==> config.mk <==
export PLATFORM = sky130hd
export DESIGN_NAME = ifu_stream_prefetcher
export DESIGN_NICKNAME = d
export VERILOG_FILES = /design/src/rtl/ifu_pkg.sv /design/src/rtl/ifu_pf_window.sv /design/src/rtl/ifu_stream_prefetcher.sv
export SDC_FILE = /design/constraint.sdc
export NUM_CORES = 1
export LEC_CHECK = 0
export ABC_AREA = 1
export BUFFER_PORTS_ARGS = -buffer_cell sky130_fd_sc_hd__buf_2
export CAP_MARGIN = 20
export CORE_MARGIN = 5
export CORE_UTILIZATION = 41
export DETAILED_ROUTE_END_ITERATION = 10
export PLACE_DENSITY_LB_ADDON = 0.12
export SYNTH_ARGS = -nofsm -noshare
export SYNTH_HDL_FRONTEND = slang
export SYNTH_SLANG_ARGS = --single-unit
export TNS_END_PERCENT = 10
==> constraint.sdc <==
create_clock -name Clock -period 3.5 [get_ports Clock]
set_clock_uncertainty 0.2 [all_clocks]
set_input_delay 0.35 -clock Clock [delete_from_list [all_inputs] [get_ports Clock]]
set_output_delay 0.35 -clock Clock [all_outputs]
set_load 0.02 [all_outputs]
==> src/rtl/ifu_pkg.sv <==
// ifu_pkg: shared IFU types and default sizes for the stream prefetcher
package ifu_pkg;
  localparam int ADDR_WIDTH = 32;
  localparam int OFFSET_WIDTH = 4;
  localparam int TAG_WIDTH = ADDR_WIDTH - OFFSET_WIDTH;
  localparam int PF_MAX_DEPTH = 4;
  localparam int PF_MAX_OUTSTANDING = 2;
  typedef logic [TAG_WIDTH-1:0] t_pf_tag;
  typedef enum logic [1:0] {PF_EMPTY, PF_PENDING, PF_FILLED} t_pf_slot_state;
endpackage

==> src/rtl/ifu_pf_window.sv <==
// ifu_pf_window: prefetch window base tag and per-line slot status
module ifu_pf_window
  import ifu_pkg::*;
#(
  parameter int TW = TAG_WIDTH,
  parameter int D = PF_MAX_DEPTH,
  parameter int IW = $clog2(D + 1)
) (
  input  logic          clk,
  input  logic          rst,
  input  logic          shift,
  input  logic          flush,
  input  logic [TW-1:0] flush_tag,
  input  logic          fill,
  input  logic [TW-1:0] fill_tag,
  input  logic          mark,
  input  logic [IW-1:0] mark_idx,
  output logic [TW-1:0] base,
  output logic [D-1:0]  filled
);
  t_pf_slot_state slot [D];
  t_pf_slot_state eff [D];
  t_pf_slot_state slot_d [D];
  // fills match the pre-shift window; marks use the post-shift index
  always_comb begin
    for (int i = 0; i < D; i++) begin
      eff[i] = (fill && slot[i] == PF_PENDING && fill_tag == base + TW'(i + 1)) ? PF_FILLED : slot[i];
      slot_d[i] = eff[i];
      filled[i] = slot[i] == PF_FILLED;
    end
    if (shift) begin
      for (int i = 0; i < D - 1; i++) slot_d[i] = eff[i + 1];
      slot_d[D-1] = PF_EMPTY;
    end
    for (int i = 0; i < D; i++) if (mark && mark_idx == IW'(i)) slot_d[i] = PF_PENDING;
    if (flush) for (int i = 0; i < D; i++) slot_d[i] = PF_EMPTY;
  end
  always_ff @(posedge clk) begin
    if (rst) begin
      base <= '0;
      for (int i = 0; i < D; i++) slot[i] <= PF_EMPTY;
    end else begin
      base <= flush ? flush_tag : shift ? base + TW'(1) : base;
      slot <= slot_d;
    end
  end
endmodule

==> src/rtl/ifu_stream_prefetcher.sv <==
// ifu_stream_prefetcher: multi-line sequential instruction prefetcher with memory handshake
module ifu_stream_prefetcher #(
  parameter int ADDR_WIDTH = ifu_pkg::ADDR_WIDTH,
  parameter int OFFSET_WIDTH = ifu_pkg::OFFSET_WIDTH,
  parameter int PF_MAX_DEPTH = ifu_pkg::PF_MAX_DEPTH,
  parameter int PF_MAX_OUTSTANDING = ifu_pkg::PF_MAX_OUTSTANDING,
  localparam int TAG_WIDTH = ADDR_WIDTH - OFFSET_WIDTH,
  localparam int DW = $clog2(PF_MAX_DEPTH + 1),
  localparam int OW = $clog2(PF_MAX_OUTSTANDING + 1)
) (
  input  logic                    Clock,
  input  logic                    Rst,
  input  logic                    pf_enableIn,
  input  logic [DW-1:0]           pf_depthIn,
  input  logic                    cpu_reqValidIn,
  input  logic [ADDR_WIDTH-1:0]   cpu_reqAddrIn,
  input  logic [TAG_WIDTH-1:0]    mem_rspTagIn,
  input  logic                    mem_rspInsLineValidIn,
  input  logic                    mem_reqReadyIn,
  output logic [TAG_WIDTH-1:0]    mem_reqTagOut,
  output logic                    mem_reqTagValidOut,
  output logic                    pf_hitOut,
  output logic [PF_MAX_DEPTH-1:0] pf_filledMaskOut,
  output logic                    pf_busyOut
);
  logic [TAG_WIDTH-1:0] base, cpu_tag;
  logic [DW-1:0] depth_q, nxt, nxt_s;
  logic [OW-1:0] oc;
  logic win_valid, same, seq, slide, jump, accept, mark, unused_ok;
  assign cpu_tag = cpu_reqAddrIn[ADDR_WIDTH-1:OFFSET_WIDTH];
  assign unused_ok = ^cpu_reqAddrIn[OFFSET_WIDTH-1:0];
  assign same = win_valid && cpu_tag == base;
  assign seq = win_valid && cpu_tag == base + TAG_WIDTH'(1);
  assign slide = cpu_reqValidIn && seq;
  assign jump = cpu_reqValidIn && !same && !seq;
  assign mem_reqTagValidOut = pf_enableIn && win_valid && nxt < depth_q && oc < OW'(PF_MAX_OUTSTANDING);
  assign mem_reqTagOut = mem_reqTagValidOut ? base + TAG_WIDTH'(nxt) + TAG_WIDTH'(1) : '0;
  assign accept = mem_reqTagValidOut && mem_reqReadyIn;
  assign nxt_s = (slide && nxt != '0) ? nxt - DW'(1) : nxt;
  // a request for slot0 accepted during a slide targets the line just consumed
  assign mark = accept && !jump && !(slide && nxt == '0);
  assign pf_hitOut = slide && pf_filledMaskOut[0];
  assign pf_busyOut = oc != '0;
  ifu_pf_window #(.TW(TAG_WIDTH), .D(PF_MAX_DEPTH), .IW(DW)) u_window (
    .clk(Clock),
    .rst(Rst),
    .shift(slide),
    .flush(jump),
    .flush_tag(cpu_tag),
    .fill(mem_rspInsLineValidIn),
    .fill_tag(mem_rspTagIn),
    .mark(mark),
    .mark_idx(nxt_s),
    .base(base),
    .filled(pf_filledMaskOut)
  );
  always_ff @(posedge Clock) begin
    if (Rst) begin
      win_valid <= 1'b0;
      depth_q <= '0;
      nxt <= '0;
      oc <= '0;
    end else begin
      if (jump) begin
        win_valid <= 1'b1;
        depth_q <= pf_depthIn > DW'(PF_MAX_DEPTH) ? DW'(PF_MAX_DEPTH) : pf_depthIn;
      end
      nxt <= jump ? '0 : nxt_s + DW'(mark);
      oc <= (accept && !mem_rspInsLineValidIn) ? oc + OW'(1) :
            (!accept && mem_rspInsLineValidIn && oc != '0) ? oc - OW'(1) : oc;
    end
  end
endmodule

==> metrics <==
critical path arrival=~2800 ps; Synth area leader=nand2_1; GRT overflow=0; Post-synth EDFFs=0; Core Rows=49; buffers added on ports=99; post-route clock period utilization=96.5%; Total Wirelength=36.6 mm; Die W=145 um; Clock power frac=around a third; Max Fclk=~300 MHz; crit end category=primary output; fin. max-slew vios=0; initial antenna violation count=0; worst slew pin tran=around 740 ps; Avg Cell Area, Syn=5.68 um2; post-synth cell types=44; Final Power=0.00185 W; worst setup path class=register to primary output; Routed Antenna Nets=0; wire length per cell=21.4 um; total CTS buffers=5; Synth Cell Area=0.00751 mm2; hold buffers post-CTS=0; final instance area=between 0.009 and 0.01 mm2; die area=0.0211 mm2; fin crit period=3380 ps; Area after DPL=0.00870 mm2; CTS H-tree depth=2; Hold Path Class=input pin to register; asr flop ratio synth=0%; Startpoint Class=register; net switching power=0.000731 W; top_reg_cell synth=dfxtp_1; DR vias/cell=5.45; Core Footprint=0.0180 mm2; Rel. slew slack=about half; DP Wirelength=31.4 mm; Final Hold Fails=0; Mapped Nets=1406; Area growth, synth to finish=20.5%; share of cells above drive strength 1=between 20% and 30%; DR pass1 iterations=7; clock-pin slew on the worst setup and hold paths=70 ps; Internal=between 0.001 and 0.0015 W; sequential share of power=a little under a third; Crit Path Max Fanout=5; max cap viols=0; Vert. Die Dim=145 um; clock latency on the worst-skew pair=300 ps; clk sinks=45; RSZ-0062 raised after global routing=yes; first-pass GRT wire length=53.0 mm; pin count of the biggest net entering global routing=27; final setup fails=0; Pwr per Cell Area=204 mW/mm2; Static Leak=about 4.5 nW; Yosys reg bits=45; vias in the first global route=between 8000 and 9000; VDD IR max=0.169 mV; most instantiated library cell after synthesis=nand2_1; Total GRT Usage=33.1%; Worst Path Required=a little under 3000 ps; Ports=104; Post-Syn Instances=1322; worst slack, placed=102 ps; Sw Share=39.5%; Synth area leaders=nand2_1 (19%), dfxtp_1 (12%), xor2_1 (10%); TritonCTS clock tree=built; Seq/Total Area, Yosys=12.0%; synth cell count leaders=nand2_1 (381), inv_1 (180), nor2_1 (136); Remaining DRCs=0; via count=9330; Final Wtd Congestion=just under 1; Clock Tree Root=clkbuf_16; combinational power share=37.3%; Clock Path Buffers=2; Synth top area share=19.0%; starting DRC count in detailed routing=between 800 and 900; status=finished clean; R2R setup slack=260 ps; Nets=1566; crit path setup slack, layout=between 100 and 150 ps; n_diodes=0; initial core utilization=roughly two fifths; YS warnings=0
## kinds of logic after synthesis
group / after synthesis / share of synthesized area, %
adders and majority gates: 15 / 2.60
xor gates and xnor gates: 116 / 13.5
buffers and inverters: 233 / 12.6
and+or+nand+nor: 752 / 45.9
DFF: 45 / 12.0
AOI/OAI and AO/OA: 161 / 13.4
## power by group through the flow
| stage | clock network [W] | registers (W) | logic [W] |
|---|---|---|---|
| after floorplan | 0 | 0.000554 | 0.000436 |
| after global placement | 0 | 0.000587 | 0.000669 |
| after detailed placement | 0 | 0.000587 | 0.000670 |
| after CTS | 0.000588 | 0.000575 | 0.000673 |
| after global routing | 0.000602 | 0.000581 | 0.000748 |
| final | 0.000582 | 0.000579 | 0.000690 |
## critical path, cell delays in order (launching register included)
cell and delay, ps:
dfxtp_4 380, buf_4 160, ha_1 310, nand3b_1 70
and2_1 300, nor2_2 200, inv_1 160, nor2_1 390
o21ai_0 130, a21oi_1 230, buf_2 210
## timing repair
action	in CTS	in global routing
resized for setup	12	28
cloned	0	0
pin swaps	0	10
endpoints found under the setup margin	4	8
buffers inserted	0	10
## registers in the layout, indices dropped and copies added, names as in the netlist
register,count
oc,2
depth_q,3
win_valid,1
u_window.base,28
u_window.slot,8
nxt,3
## final timing paths
path	from	end	cells after the start
worst min register to register	oc[0]$_SDFFE_PP0P_	oc[1]$_SDFFE_PP0P_	2
worst min-delay path	pf_depthIn[1]	depth_q[1]$_SDFFE_PP0P_	3
worst max register to register	u_window.base[1]$_SDFFE_PP0P_	nxt[1]$_SDFF_PP0_	19
worst max-delay path	u_window.base[2]$_SDFFE_PP0P_	mem_reqTagOut[9]	10
## placed cells by master (no fill, tap or decap), types with 30 or more instances in the layout
cell type	synthesis	layout
xor2_1	87	87
buf_2	20	98
dfxtp_1	45	30
buf_4	4	90
nor2_1	136	129
o21ai_0	45	45
nand2_1	381	379
nand3_1	78	78
nor3_1	33	31
a21oi_1	50	50
inv_1	180	178
## per-layer routing
| metal | track usage [%] | part of all wire, % | up-vias | routed length [um] |
|---|---|---|---|---|
| li1 | - | - | 4541 | - |
| met1 | 44.9 | 42 | 4258 | 15400 |
| met2 | 52.7 | 44 | 451 | 16200 |
| met3 | 4.58 | 8.8 | 80 | 3200 |
| met4 | 14.0 | 5.0 | 0 | 1820 |
| met5 | 0 | 0 | - | 0 |
## final cells by class
cell class              instances  area [um2]
multi-input cells            1044        5740
clock inverters                 2        38.8
well taps                     229         287
repair buffers                189        1190
inverters                     197         739
flip-flops and latches         45         927
fillers                      2021        8980
clock buffers                   6         129
## stage by stage
step	hold slack (ps)	setup TNS, ps	util, %	cells
finish	74.2	0	50.2	1712
global route	90.1	-43.8	50.2	1712
CTS	68.1	0	49.3	1702
detailed placement	275	0	48.3	1694
global placement	268	0	48.3	1694
floorplan	240	0	-	1322
(Power assumes the default switching activity.)
